$ cat config.mk
export PLATFORM = sky130hd
export DESIGN_NAME = dbg_mem_arbiter_flat
export DESIGN_NICKNAME = d
export VERILOG_FILES = /design/src/rtl/dbg_mem_arbiter_pkg.sv /design/src/rtl/dbg_mem_arbiter_if.sv /design/src/rtl/dbg_mem_arbiter_rr_arb_pick.sv /design/src/rtl/dbg_mem_arbiter.sv /design/src/flat_wrapper.sv
export SDC_FILE = /design/constraint.sdc
export NUM_CORES = 1
export LEC_CHECK = 0
export ABC_CLOCK_PERIOD_IN_PS = 5900
export BUFFER_PORTS_ARGS = -buffer_cell sky130_fd_sc_hd__buf_2
export CAP_MARGIN = 30
export CORE_AREA = 2 2 216 218
export CTS_CLUSTER_SIZE = 14
export DETAILED_ROUTE_END_ITERATION = 10
export DIE_AREA = 0 0 218 220
export GPL_TIMING_DRIVEN = 1
export PLACE_DENSITY = 0.51
export SLEW_MARGIN = 20
export SYNTH_ARGS = -nofsm -noshare
export SYNTH_HDL_FRONTEND = slang
export SYNTH_SLANG_ARGS = --single-unit
$ cat constraint.sdc
create_clock -name clk_i -period 5.9 [get_ports clk_i]
set_clock_uncertainty 0.2 [all_clocks]
set_input_delay 1.18 -clock clk_i [delete_from_list [all_inputs] [get_ports clk_i]]
set_output_delay 1.18 -clock clk_i [all_outputs]
set_load 0.02 [all_outputs]
$ cat src/rtl/dbg_mem_arbiter_pkg.sv
// Shared types and constants for the debug-module system-bus arbiter.
// Holds the arbiter FSM encoding and the default response timeout.
package dbg_mem_arbiter_pkg;

    typedef enum logic [1:0] {
        ST_IDLE = 2'd0,
        ST_REQ  = 2'd1,
        ST_RESP = 2'd2
    } arb_state_e;

    localparam int unsigned DBG_ARB_TIMEOUT = 255;

    // Index width that stays legal (>= 1 bit) for a single requester
    function automatic int unsigned arb_idx_width(input int unsigned n);
        return (n > 1) ? $clog2(n) : 1;
    endfunction

endpackage

$ cat src/rtl/dbg_mem_arbiter_if.sv
// Requester-side and downstream-adapter-side signals of the arbiter.
// The slave modport is the arbiter's view; master is the environment's view.
interface dbg_mem_arbiter_if #(
    parameter int unsigned NR_REQ     = 2,
    parameter int unsigned ADDR_WIDTH = 64,
    parameter int unsigned DATA_WIDTH = 64
);
    logic [NR_REQ-1:0]                     req_i;
    logic [NR_REQ-1:0]                     we_i;
    logic [NR_REQ-1:0][ADDR_WIDTH-1:0]     addr_i;
    logic [NR_REQ-1:0][DATA_WIDTH-1:0]     wdata_i;
    logic [NR_REQ-1:0][DATA_WIDTH/8-1:0]   be_i;
    logic [NR_REQ-1:0]                     gnt_o;
    logic [NR_REQ-1:0]                     r_valid_o;
    logic [DATA_WIDTH-1:0]                 r_rdata_o;
    logic                                  r_err_o;

    logic                                  mst_req_o;
    logic                                  mst_we_o;
    logic [ADDR_WIDTH-1:0]                 mst_addr_o;
    logic [DATA_WIDTH-1:0]                 mst_wdata_o;
    logic [DATA_WIDTH/8-1:0]               mst_be_o;
    logic                                  mst_gnt_i;
    logic                                  mst_r_valid_i;
    logic [DATA_WIDTH-1:0]                 mst_r_rdata_i;
    logic                                  mst_r_err_i;

    logic                                  busy_o;

    modport slave (
        input  req_i, we_i, addr_i, wdata_i, be_i,
        output gnt_o, r_valid_o, r_rdata_o, r_err_o,
        output mst_req_o, mst_we_o, mst_addr_o, mst_wdata_o, mst_be_o,
        input  mst_gnt_i, mst_r_valid_i, mst_r_rdata_i, mst_r_err_i,
        output busy_o
    );

    modport master (
        output req_i, we_i, addr_i, wdata_i, be_i,
        input  gnt_o, r_valid_o, r_rdata_o, r_err_o,
        input  mst_req_o, mst_we_o, mst_addr_o, mst_wdata_o, mst_be_o,
        output mst_gnt_i, mst_r_valid_i, mst_r_rdata_i, mst_r_err_i,
        input  busy_o
    );
endinterface

$ cat src/rtl/dbg_mem_arbiter_rr_arb_pick.sv
// Combinational round-robin picker: first set request at or after the
// pointer, wrapping around, returned both one-hot and as an index.
module rr_arb_pick #(
    parameter int unsigned N     = 2,
    parameter int unsigned IDX_W = 1
) (
    input  logic [N-1:0]     i_req,
    input  logic [IDX_W-1:0] i_ptr,
    output logic [N-1:0]     o_oh,
    output logic [IDX_W-1:0] o_idx,
    output logic             o_vld
);
    always_comb begin
        o_oh  = '0;
        o_idx = '0;
        o_vld = 1'b0;
        for (int unsigned i = 0; i < N; i++) begin
            int unsigned j;
            j = int'(i_ptr) + i;
            // Pointer is always < N, so one wrap step is enough
            if (j >= N) j = j - N;
            if (!o_vld && i_req[j]) begin
                o_vld    = 1'b1;
                o_oh[j]  = 1'b1;
                o_idx    = IDX_W'(j);
            end
        end
    end
endmodule

$ cat src/rtl/dbg_mem_arbiter.sv
// Single-outstanding round-robin arbiter between the debug module system
// bus requesters and the downstream adapter req/gnt/valid port.
module dbg_mem_arbiter
    import dbg_mem_arbiter_pkg::*;
#(
    parameter int unsigned NR_REQ     = 2,
    parameter int unsigned ADDR_WIDTH = 64,
    parameter int unsigned DATA_WIDTH = 64,
    parameter int unsigned TIMEOUT    = DBG_ARB_TIMEOUT
) (
    input  logic             clk_i,
    input  logic             rst_ni,
    dbg_mem_arbiter_if.slave bus
);
    localparam int unsigned IDX_W = arb_idx_width(NR_REQ);
    localparam int unsigned BE_W  = DATA_WIDTH / 8;
    localparam int unsigned CNT_W = 16;

    arb_state_e              r_state;
    arb_state_e              w_state_nxt;
    logic [IDX_W-1:0]        r_ptr;
    logic [IDX_W-1:0]        r_idx;
    logic [NR_REQ-1:0]       r_oh;
    logic                    r_we;
    logic [ADDR_WIDTH-1:0]   r_addr;
    logic [DATA_WIDTH-1:0]   r_wdata;
    logic [BE_W-1:0]         r_be;
    logic [CNT_W-1:0]        r_cnt;

    logic [NR_REQ-1:0]       w_pick_oh;
    logic [IDX_W-1:0]        w_pick_idx;
    logic                    w_pick_vld;
    logic                    w_load;
    logic                    w_gnt_fire;
    logic                    w_rsp_fire;
    logic                    w_timeout;

    rr_arb_pick #(
        .N     (NR_REQ),
        .IDX_W (IDX_W)
    ) u_pick (
        .i_req (bus.req_i),
        .i_ptr (r_ptr),
        .o_oh  (w_pick_oh),
        .o_idx (w_pick_idx),
        .o_vld (w_pick_vld)
    );

    always_comb begin
        w_state_nxt = r_state;
        w_load      = 1'b0;
        w_gnt_fire  = 1'b0;
        w_rsp_fire  = 1'b0;
        w_timeout   = 1'b0;
        case (r_state)
            ST_IDLE: begin
                if (w_pick_vld) begin
                    w_load      = 1'b1;
                    w_state_nxt = ST_REQ;
                end
            end
            ST_REQ: begin
                if (bus.mst_gnt_i) begin
                    w_gnt_fire = 1'b1;
                    // A response in the grant cycle completes the whole transaction
                    if (bus.mst_r_valid_i) begin
                        w_rsp_fire  = 1'b1;
                        w_state_nxt = ST_IDLE;
                    end else begin
                        w_state_nxt = ST_RESP;
                    end
                end
            end
            ST_RESP: begin
                if (bus.mst_r_valid_i) begin
                    w_rsp_fire  = 1'b1;
                    w_state_nxt = ST_IDLE;
                end else if (r_cnt == CNT_W'(TIMEOUT)) begin
                    w_rsp_fire  = 1'b1;
                    w_timeout   = 1'b1;
                    w_state_nxt = ST_IDLE;
                end
            end
            default: w_state_nxt = ST_IDLE;
        endcase
    end

    always_ff @(posedge clk_i or negedge rst_ni) begin
        if (!rst_ni) begin
            r_state <= ST_IDLE;
            r_ptr   <= '0;
            r_idx   <= '0;
            r_oh    <= '0;
            r_we    <= 1'b0;
            r_addr  <= '0;
            r_wdata <= '0;
            r_be    <= '0;
            r_cnt   <= '0;
        end else begin
            r_state <= w_state_nxt;
            if (w_load) begin
                r_idx   <= w_pick_idx;
                r_oh    <= w_pick_oh;
                r_we    <= bus.we_i[w_pick_idx];
                r_addr  <= bus.addr_i[w_pick_idx];
                r_wdata <= bus.wdata_i[w_pick_idx];
                r_be    <= bus.be_i[w_pick_idx];
            end
            if (w_gnt_fire) begin
                r_ptr <= (r_idx == IDX_W'(NR_REQ - 1)) ? '0 : r_idx + IDX_W'(1);
            end
            // Counter reads 0 in the first RESP cycle and advances while waiting
            r_cnt <= (r_state == ST_RESP && w_state_nxt == ST_RESP) ? r_cnt + CNT_W'(1) : '0;
        end
    end

    assign bus.gnt_o       = w_gnt_fire ? r_oh : '0;
    assign bus.r_valid_o   = w_rsp_fire ? r_oh : '0;
    assign bus.r_rdata_o   = (w_rsp_fire && !w_timeout) ? bus.mst_r_rdata_i : '0;
    assign bus.r_err_o     = w_timeout | (w_rsp_fire & bus.mst_r_err_i);

    assign bus.mst_req_o   = (r_state == ST_REQ);
    assign bus.mst_we_o    = r_we;
    assign bus.mst_addr_o  = r_addr;
    assign bus.mst_wdata_o = r_wdata;
    assign bus.mst_be_o    = r_be;
    assign bus.busy_o      = (r_state != ST_IDLE);
endmodule
$ cat src/flat_wrapper.sv
// flat-port wrapper written by rule: the top's interface ports become plain ports
module dbg_mem_arbiter_flat import dbg_mem_arbiter_pkg::*;
#(
    parameter int unsigned NR_REQ     = 2,
    parameter int unsigned ADDR_WIDTH = 64,
    parameter int unsigned DATA_WIDTH = 64,
    parameter int unsigned TIMEOUT    = DBG_ARB_TIMEOUT
)
  (clk_i, rst_ni, bus_req_i, bus_we_i, bus_addr_i, bus_wdata_i, bus_be_i, bus_gnt_o, bus_r_valid_o, bus_r_rdata_o, bus_r_err_o, bus_mst_req_o, bus_mst_we_o, bus_mst_addr_o, bus_mst_wdata_o, bus_mst_be_o, bus_mst_gnt_i, bus_mst_r_valid_i, bus_mst_r_rdata_i, bus_mst_r_err_i, bus_busy_o);
  dbg_mem_arbiter_if #(.NR_REQ(NR_REQ), .ADDR_WIDTH(ADDR_WIDTH), .DATA_WIDTH(DATA_WIDTH)) bus_i ();
  input  logic clk_i;
  input  logic rst_ni;
  input wire logic [$bits(bus_i.req_i)-1:0] bus_req_i;
  input wire logic [$bits(bus_i.we_i)-1:0] bus_we_i;
  input wire logic [$bits(bus_i.addr_i)-1:0] bus_addr_i;
  input wire logic [$bits(bus_i.wdata_i)-1:0] bus_wdata_i;
  input wire logic [$bits(bus_i.be_i)-1:0] bus_be_i;
  output wire logic [$bits(bus_i.gnt_o)-1:0] bus_gnt_o;
  output wire logic [$bits(bus_i.r_valid_o)-1:0] bus_r_valid_o;
  output wire logic [$bits(bus_i.r_rdata_o)-1:0] bus_r_rdata_o;
  output wire logic [$bits(bus_i.r_err_o)-1:0] bus_r_err_o;
  output wire logic [$bits(bus_i.mst_req_o)-1:0] bus_mst_req_o;
  output wire logic [$bits(bus_i.mst_we_o)-1:0] bus_mst_we_o;
  output wire logic [$bits(bus_i.mst_addr_o)-1:0] bus_mst_addr_o;
  output wire logic [$bits(bus_i.mst_wdata_o)-1:0] bus_mst_wdata_o;
  output wire logic [$bits(bus_i.mst_be_o)-1:0] bus_mst_be_o;
  input wire logic [$bits(bus_i.mst_gnt_i)-1:0] bus_mst_gnt_i;
  input wire logic [$bits(bus_i.mst_r_valid_i)-1:0] bus_mst_r_valid_i;
  input wire logic [$bits(bus_i.mst_r_rdata_i)-1:0] bus_mst_r_rdata_i;
  input wire logic [$bits(bus_i.mst_r_err_i)-1:0] bus_mst_r_err_i;
  output wire logic [$bits(bus_i.busy_o)-1:0] bus_busy_o;
  assign bus_i.req_i = bus_req_i;
  assign bus_i.we_i = bus_we_i;
  assign bus_i.addr_i = bus_addr_i;
  assign bus_i.wdata_i = bus_wdata_i;
  assign bus_i.be_i = bus_be_i;
  assign bus_gnt_o = bus_i.gnt_o;
  assign bus_r_valid_o = bus_i.r_valid_o;
  assign bus_r_rdata_o = bus_i.r_rdata_o;
  assign bus_r_err_o = bus_i.r_err_o;
  assign bus_mst_req_o = bus_i.mst_req_o;
  assign bus_mst_we_o = bus_i.mst_we_o;
  assign bus_mst_addr_o = bus_i.mst_addr_o;
  assign bus_mst_wdata_o = bus_i.mst_wdata_o;
  assign bus_mst_be_o = bus_i.mst_be_o;
  assign bus_i.mst_gnt_i = bus_mst_gnt_i;
  assign bus_i.mst_r_valid_i = bus_mst_r_valid_i;
  assign bus_i.mst_r_rdata_i = bus_mst_r_rdata_i;
  assign bus_i.mst_r_err_i = bus_mst_r_err_i;
  assign bus_busy_o = bus_i.busy_o;
  dbg_mem_arbiter #(.NR_REQ(NR_REQ), .ADDR_WIDTH(ADDR_WIDTH), .DATA_WIDTH(DATA_WIDTH), .TIMEOUT(TIMEOUT)) u_core (.clk_i(clk_i), .rst_ni(rst_ni), .bus(bus_i));
endmodule
# After elaboration in Yosys (flattened, before gate mapping)
# Cells that the tools add are included.
[totals]
register_bits = 159
elab_cells = 83
input_bits = 345
out_inout_bits = 208
[classes]
magnitude_cmp = 7
bitwise_logic = 3
mux = 46
n_eq_ne = 4
reduce_logical = 9
n_addsub = 5
[op_table]
columns = ["operator", "count"]
rows = [
  ["64-bit two-way mux", 5],
  ["32-bit by 1-bit greater-or-equal comparator with 1-bit output, second input constant", 2],
  ["32-bit by 2-bit less-than comparator with 1-bit output, second input constant", 2],
  ["32-bit two-way mux", 2],
  ["1-bit two-way mux", 23],
  ["2-bit two-way mux", 9],
  ["16-bit by 1-bit adder with 16-bit output, second input constant", 1],
  ["16-bit by 8-bit == test with 1-bit output, second input constant", 1],
  ["16-bit two-way mux", 1],
  ["8-bit two-way mux", 2],
  ["2-bit case mux with 3 select lines", 1],
  ["1-bit logical AND", 5],
  ["2-bit == test, second input constant", 2],
  ["1-bit by 2-bit subtractor with 3-bit output, second input constant", 1],
  ["2-bit by 2-bit subtractor with 3-bit output, second input constant", 1],
  ["1-bit by 1-bit adder with 2-bit output, second input constant", 1],
  ["1-bit demux with 1-bit select", 2],
  ["2-bit by 1-bit == test with 1-bit output, second input constant", 1],
  ["1-bit by 2-bit greater-or-equal comparator with 1-bit output, second input constant", 1],
  ["2-bit greater-or-equal comparator, second input constant", 1],
  ["1-bit zero test", 2],
  ["2-bit zero test", 1],
  ["1-bit by 2-bit less-than comparator with 1-bit output, second input constant", 1],
  ["2-bit OR", 1],
  ["other kinds (5)", 5],
]

# Logic depth before layout (Yosys ltp)
# Gate-level depths: netlist of run 1.
[logic_depth]
word_depth = 13
mapped_depth = 8
depth_no_buf = 6

# Hierarchy
# Synthesis of run 1 repeated with hierarchy kept, for this count alone.
[unflattened]
cells_unflattened = 793
hier_area_um2 = 7970.1
[modules_own_cells]
columns = ["module", "cells_per_inst", "n_inst", "seq_area_each_um2", "area_per_inst_um2"]
rows = [
  ["dbg_mem_arbiter", 788, 1, 3978.8, 7937.6],
  ["rr_arb_pick", 5, 1, 0.0, 32.5],
]

# Worst setup path after synthesis of run 1
# No wires, ideal clock.
[synth_timing]
path_type = "in2out"
from = "in bus_mst_gnt_i"
to = "out bus_r_rdata_o[13]"
t_arrival_ns = 2.210
path_buffers = 2
cell_stages = 6
slack_ns = 2.310
path_cell_list = "nand2_1 nand2b_1 and3_1 clkbuf_1 clkbuf_1 and2_1"
[synth_between]
elab_chain_cells = 4
[synth_lines]
columns = ["item", "line", "source"]
rows = [
  ["start: declaration", "flat_wrapper.sv:27", "input wire logic [$bits(bus_i.mst_gnt_i)-1:0] bus_mst_gnt_i;"],
  ["1-bit two-way mux", "dbg_mem_arbiter.sv:63", "if (bus.mst_gnt_i) begin"],
  ["1-bit case mux with 2 select lines", "dbg_mem_arbiter.sv:55", "case (r_state)"],
  ["1-bit logical AND", "dbg_mem_arbiter.sv:119", "assign bus.r_rdata_o = (w_rsp_fire && !w_timeout) ? bus.mst_r_rdata_i : '0;"],
  ["64-bit two-way mux", "dbg_mem_arbiter.sv:119", ""],
  ["end: declaration", "flat_wrapper.sv:20", "output wire logic [$bits(bus_i.r_rdata_o)-1:0] bus_r_rdata_o;"],
]
# Every way passes these cells.

# Worst setup path after layout of run 1
[layout_timing]
from = "reg u_core.r_cnt[0]"
to = "out bus_r_valid_o[0]"
[layout_between]
elab_chain_cells = 5
[layout_lines]
columns = ["item", "line", "source"]
rows = [
  ["start: declaration", "dbg_mem_arbiter.sv:28", "logic [CNT_W-1:0] r_cnt;"],
  ["start signal: assignment", "dbg_mem_arbiter.sv:113", "r_cnt <= (r_state == ST_RESP && w_state_nxt == ST_RESP) ? r_cnt + CNT_W'(1) : '0;"],
  ["16-bit by 8-bit == test with 1-bit output", "dbg_mem_arbiter.sv:78", "end else if (r_cnt == CNT_W'(TIMEOUT)) begin"],
  ["1-bit two-way mux", "dbg_mem_arbiter.sv:78", ""],
  ["1-bit two-way mux", "dbg_mem_arbiter.sv:75", "if (bus.mst_r_valid_i) begin"],
  ["1-bit case mux with 2 select lines", "dbg_mem_arbiter.sv:55", ""],
  ["2-bit two-way mux", "dbg_mem_arbiter.sv:118", "assign bus.r_valid_o = w_rsp_fire ? r_oh : '0;"],
  ["end: declaration", "flat_wrapper.sv:19", "output wire logic [$bits(bus_i.r_valid_o)-1:0] bus_r_valid_o;"],
]
# Every way passes these cells.

==> summary.md, run 1 <==
| Metric | Value |
|---|---|
| Final non-filler cell total | 1,936 |
| Drc violations | 0 |
| Share of layout cells above drive strength 1 | 45.1% |
| 1st-iter DRT viols | 331 |
| Wirelength, routed | between 20,000 and 30,000 um |
| Global route overflow | 0 |
| Row cnt | 79 |
| Grt met1 use | 12.3% |
| Final Power | 5390 uW |
| Result of the run | finished clean |
| Crit share post-route | 65.6% |
| Worst-path cell chain | ha_1 -> nand3_1 -> nor4_4 -> a22oi_1 -> and3b_1 -> buf_2 |
| Max-Slew Margin vs Limit | 41.9% |
| Hold Fails Final Rpt | 0 |
| Slowest cell delay on critical path | 0.52 ns |
| Die W | 218 um |
| Clock network fraction of total power | between 20% and 30% |
| Via count | 7,510 |
| CP max FO | 8 |
| Clk_lat worst skew | approximately 0.45 ns |
| Area contributors post-synth | dfrtp_1, mux2i_1, o21ai_0 |
| Setup_tns | 0 ns |
| Die ar. | 48,000 sq um |
| Setup Viol. Count Final | 0 |
| Max_cap viols | 0 |
| Register area share after synthesis | 50.6% |
| Placed Cells | 1,901 |
| RSZ-0062 raised after global routing | false |
| Max rail drop VDD | 196 uV |
| Met3 usage | 2.55% |
| Sw frac | 44.0% |
| Hold Crit Class | reg2reg |
| Worst path slowest cell | nor4_4 |
| Post-layout nets | 1,664 |
| Setup bufs post-CTS | 0 |
| Final slew viol count | 0 |
| Num CTS Buffers | 17 |
| CTS H-Tree Depth | 4 |
| Vias in the first global route | 7,153 |
| Mapped Cells | 790 |
| Vias per Instance | 3.88 |
| Post_cts resized | 0 |
| Syn Nets | 1,140 |
| Data arrival, critical path | 2.49 ns |
| Largest net degree at the start of global routing | 151 |
| # port buffers | 552 |
| Pint | between 3000 and 4000 uW |
| Met2 GRT Util | 19.1% |
| Synthesis-to-finish area growth | 51.2% |
| CP required | 4.52 ns |
| Per-cell routed wire length | 14.3 um |
| Crit-path leading delay family | simple AND/OR/NAND/NOR gates |
| Die H | 220 um |
| Pleak | between 0.006 and 0.007 uW |
| Post-synth top area cell | dfrtp_1 |
| Synth Cell Area | a little under 8000 sq um |
| Hold buffers post-CTS | 0 |
| Final Critical Period | 3.87 ns |
| Ys Warns | 0 |
| Switching power | 2370 uW |
| CP Class | reg2out |
| HPWL Detailed | 22,100 um |
| Netlist cell types | 39 |
| Final hold slack | ~0.26 ns |
| CTS tree | built |
| CP Capture Type | primary output |
| Initial antenna violation count | 2 |
| Initial Util | 17.2% |
| Main synth FF type | dfrtp_1 |
| CTS sink cnt | 159 |
| Root buffer cell | clkbuf_16 |
| Yosys reg bits | 159 |
| Max Freq | 0.258 GHz |
| First-pass detailed-route iteration total | 4 |
| Clk buf depth | 2 |
| ANT nets after route | 0 |
| Area share of the largest cell type after synthesis | 50.6% |
| Clock-pin transition on the worst setup and hold timing paths | 0.06 ns |
| GRT busiest layer | met2 |
| Top Ports | between 500 and 600 |
| Slew @ Worst Pin | 0.871 ns |
| Fillers | just under 5,000 |
| Sequential share of power | 33.6% |
| Worst R2R Setup Slack | approximately 3.3 ns |
| Combinational share of power | 46.0% |
| EDFF count, synth | 0 |
| GRT Overall Usage | 11.0% |
| Core Box Area | 45,900 sq um |
| RePlAce Congestion | 0.917 |
| First-pass GRT wire length | 39,600 um |
| Pwr dens | 453 nW/um^2 |
| Async SR Flop Fraction | 100% |
| WP buf/inv | 1 |
| Startpoint types | flip-flop |
| Syn avg cell area | between 9 and 10 sq um |
==> layer usage <==
metal,wire [um],vias to the layer above
met5,0,-
met4,1110,0
met3,2010,33
met2,13900,323
met1,10600,3389
li1,-,3765
==> cell usage after synthesis (4+ instances only) <==
library cell	number
a21oi_1	4
nand4_1	4
o21ai_0	143
nor3_1	14
and2_1	65
nand2_1	146
inv_1	5
clkbuf_1	42
nand3_1	5
ha_1	5
xnor2_1	7
mux2i_1	137
xor2_1	5
dfrtp_1	159
buf_1	10
==> per-stage QoR <==
| stage | setup slack, ns | util, % | area, sq um |
|---|---|---|---|
| global route | 1.78 | 25.9 | 11900 |
| floorplan | 2.31 | - | 7870 |
| CTS | 1.98 | 25.9 | 11900 |
| global placement | 2.15 | 24.6 | 11300 |
| finish | 2.03 | 25.9 | 11900 |
| detailed placement | 2.08 | 24.6 | 11300 |
==> area by class of cell <==
cell class / instances / area [sq um] / share of cell area [%]
multi-input cells: 571 / 3680 / 30.9
repair buffers: 560 / 2890 / 24.3
well taps: 607 / 759 / 6.38
inverters: 5 / 18.8 / 0.158
clock inverters: 14 / 143 / 1.20
diodes: 2 / 5.00 / 0.0421
clock buffers: 18 / 429 / 3.61
flip-flops and latches: 159 / 3980 / 33.4
==> worst register-to-register path: stages (launching register included) <==
cell,delay (ns)
dfrtp_1,0.40
inv_1,0.12
ha_1,0.29
o21ai_4,0.23
a32o_1,0.29
a311oi_4,0.77
nor3_1,0.15
==> cells by family after synthesis <==
group	count (synthesis)	synth area share [%]
and+or+nand+nor	259	16.0
DFF	159	50.6
AOI/OAI and AO/OA	158	10.8
muxes	137	17.4
buffers and inverters	60	3.04
xor gates and xnor gates	12	1.34
adders and majority gates	5	0.795
==> placed cells by master, fill, tap and decap left out, drive strengths merged, types with 2 or more instances in the layout <==
master    Yosys  layout
clkinv        0       7
a21oi         4       4
or3           2       2
or4           3       3
ha            5       5
nor2          3       3
dfrtp       159     159
o21ai       144     144
a22o          2       2
nor3         14      14
nand2b        3       3
and2         65      65
clkbuf       42      18
nand2       146     146
nand4         4       4
bufinv        0       2
clkinvlp      0       3
buf          13     560
a211oi        3       3
diode         0       2
and3          3       3
inv           5       7
and3b         2       2
nor4          3       3
xor2          5       5
nand3         5       5
xnor2         7       7
mux2i       137     137
and4          2       2
nor2b         2       2
==> worst paths after layout <==
check / from / endpoint / depth (start not counted)
hold / removal: u_core.r_idx / u_core.r_ptr / 1
max in group asynchronous: rst_ni / u_core.bus.mst_addr_o[54] / 2
min in group asynchronous: rst_ni / u_core.bus.mst_addr_o[10] / 1
setup reg to reg: u_core.r_state[1] / u_core.r_cnt[3] / 6
setup / recovery: u_core.r_cnt[0] / bus_r_valid_o[0] / 6
hold reg to reg: u_core.r_idx / u_core.r_ptr / 1
==> state kept, by name, summed over array words and instances (netlist names) <==
name and flops:
u_core.bus.mst_addr_o 64, u_core.bus.mst_wdata_o 64, u_core.r_cnt 16, u_core.bus.mst_be_o 8, u_core.r_oh 2, u_core.r_state 2, u_core.bus.mst_we_o 1, u_core.r_idx 1
u_core.r_ptr 1
==> power groups by stage <==
stage          clock network, uW  registers, uW  logic [uW]
2_1_floorplan                  0           2400         954
3_3_place_gp                   0           1820        2500
3_5_place_dp                   0           1830        2530
4_1_cts                     1150           1820        2530
5_1_grt                     1200           1880        2720
6_report                    1100           1810        2480
No activity file was read; power rests on OpenSTA's default activity.
==> run 2, diff against run 1 <==
ABC_CLOCK_PERIOD_IN_PS = 3500   (was 5900)
CORE_AREA = 2 2 215 217   (was 2 2 216 218)
DIE_AREA = 0 0 217 219   (was 0 0 218 220)
PLACE_DENSITY = 0.53   (was 0.51)
clock period = 3.5 ns   (was 5.9 ns; I/O delays follow)
==> summary.md, run 2 (synthesis results as in run 1) <==
| Metric | Value |
|---|---|
| First-pass GRT wire length | 42,300 um (was 39,600 um) |
| Num CTS Buffers | 17 (unchanged) |
| Most frequent cells in the layout | buf_2, dfrtp_1, nand2_1, o21ai_0, mux2i_1 (unchanged) |
| # port buffers | 552 (unchanged) |
| CTS tree | built (unchanged) |
| Hold Fails Final Rpt | 0 (unchanged) |
| CTS H-Tree Depth | 4 (unchanged) |
| Worst R2R Setup Slack | 0.99 ns (was 3.28 ns) |
| Max_cap viols | 0 (unchanged) |
| Startpoint types | flip-flop (unchanged) |
| Pleak | 0.00626 uW (was 0.00616 uW) |
| Global route overflow | 0 (unchanged) |
| Worst Hold End | u_core.bus.mst_wdata_o[63] (was u_core.r_ptr) |
| Die ar. | 47,500 sq um (was 48,000 sq um) |
| FF-to-FF Start | u_core.r_cnt[0] (was u_core.r_state[1]) |
| Largest net degree at the start of global routing | 123 (was 151) |
| Top Ports | 553 (unchanged) |
| Worst path slowest cell | or4_4 (was nor4_4) |
| Max Freq | 0.300 GHz |
| Post-layout nets | 1,676 (was 1,664) |
| Per-cell routed wire length | 15.0 um (was 14.3 um) |
| Drc violations | 0 (unchanged) |
| 1st-iter DRT viols | 368 (was 331) |
| GRT Overall Usage | 11.8% (was 11.0%) |
| Data arrival, critical path | 2.44 ns (was 2.49 ns) |
| Fillers | 4,851 (was 4,949) |
| Worst-path cell chain | or4_4 -> nor4_4 -> a22oi_1 -> and3b_1 -> buf_2 (was ha_1 -> nand3_1 -> nor4_4 -> a22oi_1 -> and3b_1 -> buf_2) |
| WHS Path Cells | 2 (was 1) |
| Final slew viol count | 0 (unchanged) |
| Placed Cells | 1,904 (was 1,901) |
| Pwr dens | 777 nW/um^2 (was 453 nW/um^2) |
| Clk buf depth | 2 (unchanged) |
| Synthesis-to-finish area growth | 53.6% (was 51.2%) |
| Hold_sp | u_core.bus.mst_wdata_o[63] (was u_core.r_idx) |
| Setup Viol. Count Final | 0 (unchanged) |
| Final non-filler cell total | 1,942 (was 1,936) |
| Max-Slew Margin vs Limit | 64.9% (was 41.9%) |
| Vias in the first global route | 7,516 (was 7,153) |
| First-pass detailed-route iteration total | 6 (was 4) |
| Wirelength, routed | 29,200 um (was 27,600 um) |
| Max rail drop VDD | 251 uV (was 196 uV) |
| Core Box Area | 45,100 sq um (was 45,900 sq um) |
| Slew @ Worst Pin | 0.526 ns (was 0.871 ns) |
| RSZ-0062 raised after global routing | false (unchanged) |
| Slowest cell delay on critical path | 0.58 ns (was 0.52 ns) |
| Root buffer cell | clkbuf_16 (unchanged) |
| HPWL Detailed | 23,900 um (was 22,100 um) |
| Final hold slack | 0.271 ns (was 0.265 ns) |
| Crit share post-route | 95.3% |
| CP Class | reg2out (unchanged) |
| FF-to-FF path depth | 5 (was 6) |
| Final Critical Period | about 3.3 ns |
| CP required | 2.60 ns (was 4.52 ns) |
| Share of layout cells above drive strength 1 | 45.6% (was 45.1%) |
| Via count | 7,661 (was 7,510) |
| ANT nets after route | 0 (unchanged) |
| WP buf/inv | 1 (unchanged) |
| CP Capture Type | primary output (unchanged) |
| Clock-pin transition on the worst setup and hold timing paths | 0.07 ns (was 0.06 ns) |
| Clk_lat worst skew | 0.43 ns (was 0.45 ns) |
| Vias per Instance | 3.94 (was 3.88) |
| CTS sink cnt | 159 (unchanged) |
| Die H | 219 um (was 220 um) |
| Hold Crit Class | reg2reg (unchanged) |
| RePlAce Congestion | 0.944 (was 0.917) |
| Initial antenna violation count | 9 (was 2) |
| Crit-path leading delay family | simple AND/OR/NAND/NOR gates (unchanged) |
| R2R Path End | u_core.r_cnt[2] (was u_core.r_cnt[3]) |
| Setup_tns | 0 ns (unchanged) |
| Commonest non-fill, non-tap cell in the layout | buf_2 (unchanged) |
| CP max FO | 6 (was 8) |
| Row cnt | 78 (was 79) |
| Result of the run | finished clean (unchanged) |
| Initial Util | 17.5% (was 17.2%) |
| Die W | 217 um (was 218 um) |
-- run 2: cell count changes in the layout (fill, tap and decap cells not counted), moves of 2 or more --
cell	previous run	this run
diode_2	2	5
buf_12	3	7
bufinv_16	2	5
buf_4	4	12
clkinv_2	5	1
clkinvlp_4	3	1
-- run 2: final cells by class --
cell class	instances	area, sq um	share of cell area (%)
clock buffer	18	439	3.63
timing repair buffer	572	3010	24.9
sequential	159	3980	32.9
tap	600	751	6.21
antenna	5	12.5	0.103
inverter	5	18.8	0.155
multi-input combinational	571	3670	30.4
clock inverter	12	209	1.73
-- run 2: metrics by stage --
stage | power (uW) | setup slack, ns | area (sq um) | util [%]
detailed placement | 7420 | 0.543 | 11400 | 25.3
CTS | 9580 | 0.0443 | 12100 | 26.7
finish | 9390 | 0.165 | 12100 | 26.8
global placement | 7360 | 0.594 | 11400 | 25.3
floorplan | 5660 | 0.664 | 7870 | -
global route | 10100 | 0.0148 | 12100 | 26.8
-- run 2: what timing repair did --
| action | 4_1_cts | 5_1_grt |
|---|---|---|
| endpoints found under the hold margin | 5 | 0 |
| buffers inserted | 0 | 2 |
| setup endpoints to repair | 0 | 52 |
| hold buffers | 1 | 0 |
| resized for setup | 0 | 1 |
-- run 2: worst max-delay path by stage --
| stage | start | endpoint | slack, ns | cells after the start |
|---|---|---|---|---|
| after detailed placement | u_core.r_cnt[0] | bus_r_valid_o[1] | 0.54 | 6 |
| after CTS | u_core.r_cnt[0] | bus_r_valid_o[1] | 0.04 | 6 |
| after floorplan | u_core.r_state[1] | bus_r_rdata_o[13] | 0.66 | 8 |
| after global placement | u_core.r_cnt[8] | bus_r_valid_o[1] | 0.59 | 5 |
| after global routing | u_core.r_cnt[8] | bus_r_valid_o[0] | 0.01 | 5 |
| final | u_core.r_cnt[8] | bus_r_valid_o[1] | 0.16 | 5 |
-- run 2: routing by layer --
layer	track usage, %	share of wire (%)
met2	21.8	53
met5	0	0.15
met4	5.75	3.2
met3	3.01	6.9
met1	12.5	37
-- run 2: worst reg2reg max path: cells and delay by family, from the launching register on --
kind | cells | cell delay, ns
flops | 1 | 0.39
fa+ha+maj | 1 | 0.20
compound gates | 1 | 0.48
simple gates | 3 | 1.09
-- run 2: power breakdown --
part           switching [uW]  internal (uW)
combinational            2810           1430
sequential                399           2650
clock                     807           1290
total                    4010           5380
==> run 3, diff against run 2 <==
RECOVER_POWER = 100   (was unset)
SETUP_SLACK_MARGIN = 0.4   (was unset)
==> summary.md, run 3 (synthesis results as in run 1) <==
| Metric | Value |
|---|---|
| Result of the run | finished, violations left (was finished clean) |
| Hold Fails Final Rpt | 0 (unchanged) |
| Worst path slowest cell | or4_4 (unchanged) |
| Final hold slack | 0.271 ns (about the same) |
| Drc violations | 0 (unchanged) |
| Setup Viol. Count Final | 0 (unchanged) |
| CTS tree | built (unchanged) |
| R2R Path End | u_core.r_cnt[2] (unchanged) |
| FF-to-FF Start | u_core.r_cnt[0] (unchanged) |
| Root buffer cell | clkbuf_16 (unchanged) |
| WP buf/inv | 1 (unchanged) |
| 1st-iter DRT viols | 368 (unchanged) |
| Initial antenna violation count | 10 (was 9) |
| Worst R2R Setup Slack | 0.45 ns (was 0.99 ns) |
| Share of layout cells above drive strength 1 | 31.4% (was 45.6%) |
| Clock-pin transition on the worst setup and hold timing paths | 0.07 ns (about the same) |
| Largest net degree at the start of global routing | 123 (unchanged) |
| # port buffers | 552 (unchanged) |
| Setup_tns | 0 ns (unchanged) |
| Slowest cell delay on critical path | 0.54 ns (was 0.58 ns) |
| Vias in the first global route | 7,601 (was 7,516) |
| Max rail drop VDD | 251 uV (about the same) |
| Post-layout nets | 1,689 (was 1,676) |
| Final slew viol count | 351 (was 0) |
| FF-to-FF path depth | 5 (unchanged) |
| Max Freq | 0.310 GHz (was 0.300 GHz) |
| Via count | 7,756 (was 7,661) |
| Pwr dens | 778 nW/um^2 (was 777 nW/um^2) |
| Final core utilization | 26.5% (was 26.8%) |
| Core Box Area | 45,100 sq um (unchanged) |
| Commonest non-fill, non-tap cell in the layout | buf_2 (unchanged) |
| RePlAce Congestion | 0.944 (unchanged) |
| Worst-path cell chain | or4_4 -> nor4_4 -> a22oi_1 -> and3b_1 -> buf_6 (was or4_4 -> nor4_4 -> a22oi_1 -> and3b_1 -> buf_2) |
| Slew @ Worst Pin | 1.93 ns (was 0.526 ns) |
| Wirelength, routed | 30,300 um (was 29,200 um) |
| CTS H-Tree Depth | 4 (unchanged) |
| Data arrival, critical path | 2.32 ns (was 2.44 ns) |
| CP required | 2.60 ns (about the same) |
| Failing checks | max-capacitance violations, max-slew violations |
| Crit share post-route | 92.1% (was 95.3%) |
| CP Class | reg2out (unchanged) |
| Hold_sp | u_core.r_idx (was u_core.bus.mst_wdata_o[63]) |
| Max_cap viols | 4 (was 0) |
| CTS sink cnt | 159 (unchanged) |
| Final Critical Period | 3.22 ns (was 3.34 ns) |
| Pleak | 0.00561 uW (was 0.00626 uW) |
| Fillers | 4,948 (was 4,851) |
| Hold Crit Class | reg2reg (unchanged) |
| Worst Setup SP | u_core.r_cnt[11] (was u_core.r_cnt[8]) |
| Critical Path Stages | 5 (unchanged) |
| Fin worst setup slack | 0.276 ns (was 0.165 ns) |
| Die W | 217 um (unchanged) |
| Die H | 219 um (unchanged) |
| Pre-CTS setup slack | 0.543 ns (unchanged) |
| Top Ports | 553 (unchanged) |
| Clk_lat worst skew | 0.43 ns (about the same) |
| GRT Overall Usage | 12.0% (was 11.8%) |
| HPWL Detailed | 23,900 um (unchanged) |
| Die ar. | 47,500 sq um (unchanged) |
| ANT nets after route | 0 (unchanged) |
| First-pass detailed-route iteration total | 4 (was 6) |
| Crit-path leading delay family | simple AND/OR/NAND/NOR gates (unchanged) |
| RSZ-0062 raised after global routing | true (was false) |
| Most frequent cells in the layout | buf_2, clkbuf_1, dfrtp_1, nand2_1, o21ai_0 (was buf_2, dfrtp_1, nand2_1, o21ai_0, mux2i_1) |
| Initial Util | 17.5% (unchanged) |
| CP Capture Type | primary output (unchanged) |
| First-pass GRT wire length | 42,900 um (was 42,300 um) |
| Vias per Instance | 3.97 (was 3.94) |
| Clk buf depth | 2 (unchanged) |
| Global route overflow | 0 (unchanged) |
| Per-cell routed wire length | 15.5 um (was 15.0 um) |
| Row cnt | 78 (unchanged) |
| CP Capture Point | bus_r_valid_o[1] (unchanged) |
| Synthesis-to-finish area growth | 51.9% (was 53.6%) |
| Startpoint types | flip-flop (unchanged) |
| Num CTS Buffers | 17 (unchanged) |
| CP max FO | 5 (was 6) |
| Max-Slew Margin vs Limit | -28.4% (was 64.9%) |
run 3: cell types whose count changed in the layout (fill, tap and decap cells not counted), moves of 3 or more:
cell | previous run | this run
clkbuf_2 | 0 | 3
clkbuf_16 | 17 | 20
clkbuf_1 | 0 | 203
buf_12 | 7 | 2
buf_2 | 551 | 352
buf_4 | 12 | 16
run 3: layer usage:
layer | vias up | wire length (um) | global-route usage (%)
met4 | 6 | 1180 | 5.98
met2 | 325 | 16000 | 22.2
met3 | 50 | 2020 | 3.01
met1 | 3553 | 11100 | 12.6
met5 | - | 38 | 0
li1 | 3822 | - | -
run 3: layout make-up:
cell class                      instances  area (sq um)  area share [%]
Sequential cell                       159          3980            33.3
Multi-Input combinational cell        572          3700            30.9
Timing Repair Buffer                  584          2840            23.8
Tap cell                              600           751            6.28
Clock buffer                           18           439            3.67
Clock inverter                         12           209            1.75
Inverter                                5          18.8           0.157
Antenna cell                            6          15.0           0.126
run 3: how the worst min path moves through the flow:
stage                                             to  slack [ns]  cells past startpoint
after global placement      u_core.bus.mst_addr_o[1]        0.26                      2
after floorplan             u_core.bus.mst_addr_o[0]        0.20                      0
after CTS                               u_core.r_ptr        0.27                      1
final                                   u_core.r_ptr        0.27                      1
after global routing      u_core.bus.mst_wdata_o[26]        0.30                      2
after detailed placement                u_core.r_ptr        0.26                      1
run 3: where the power goes:
part	total, uW	internal (uW)	switching [uW]	leakage [uW]
logic	4120	1260	2860	0.00332
clock network	2090	1290	803	0.000315
registers	3090	2660	427	0.00197
run 3: repair_timing:
item | 4_1_cts | 5_1_grt
gates resized for setup | 17 | 9
endpoints found under the hold margin | 5 | 0
buffers inserted | 5 | 5
hold buffers | 1 | 0
pin swaps | 2 | 5
endpoints found under the setup margin | 67 | 66
cloned | 1 | 4
run 3: metrics by stage:
stage / total power, uW / cell area (sq um) / instances
2_1_floorplan: 5660 / 7870 / 790
3_3_place_gp: 7360 / 11400 / 1904
3_5_place_dp: 7420 / 11400 / 1904
4_1_cts: 9660 / 12200 / 1941
5_1_grt: 9980 / 12000 / 1956
6_report: 9300 / 12000 / 1956
run 3: worst register-to-register path, stage by stage, from the launching register on:
cell and delay (ns):
dfrtp_1 0.39, ha_1 0.20, nand3_1 0.30, or4_1 0.65, a32oi_1 0.98, nor3_1 0.15
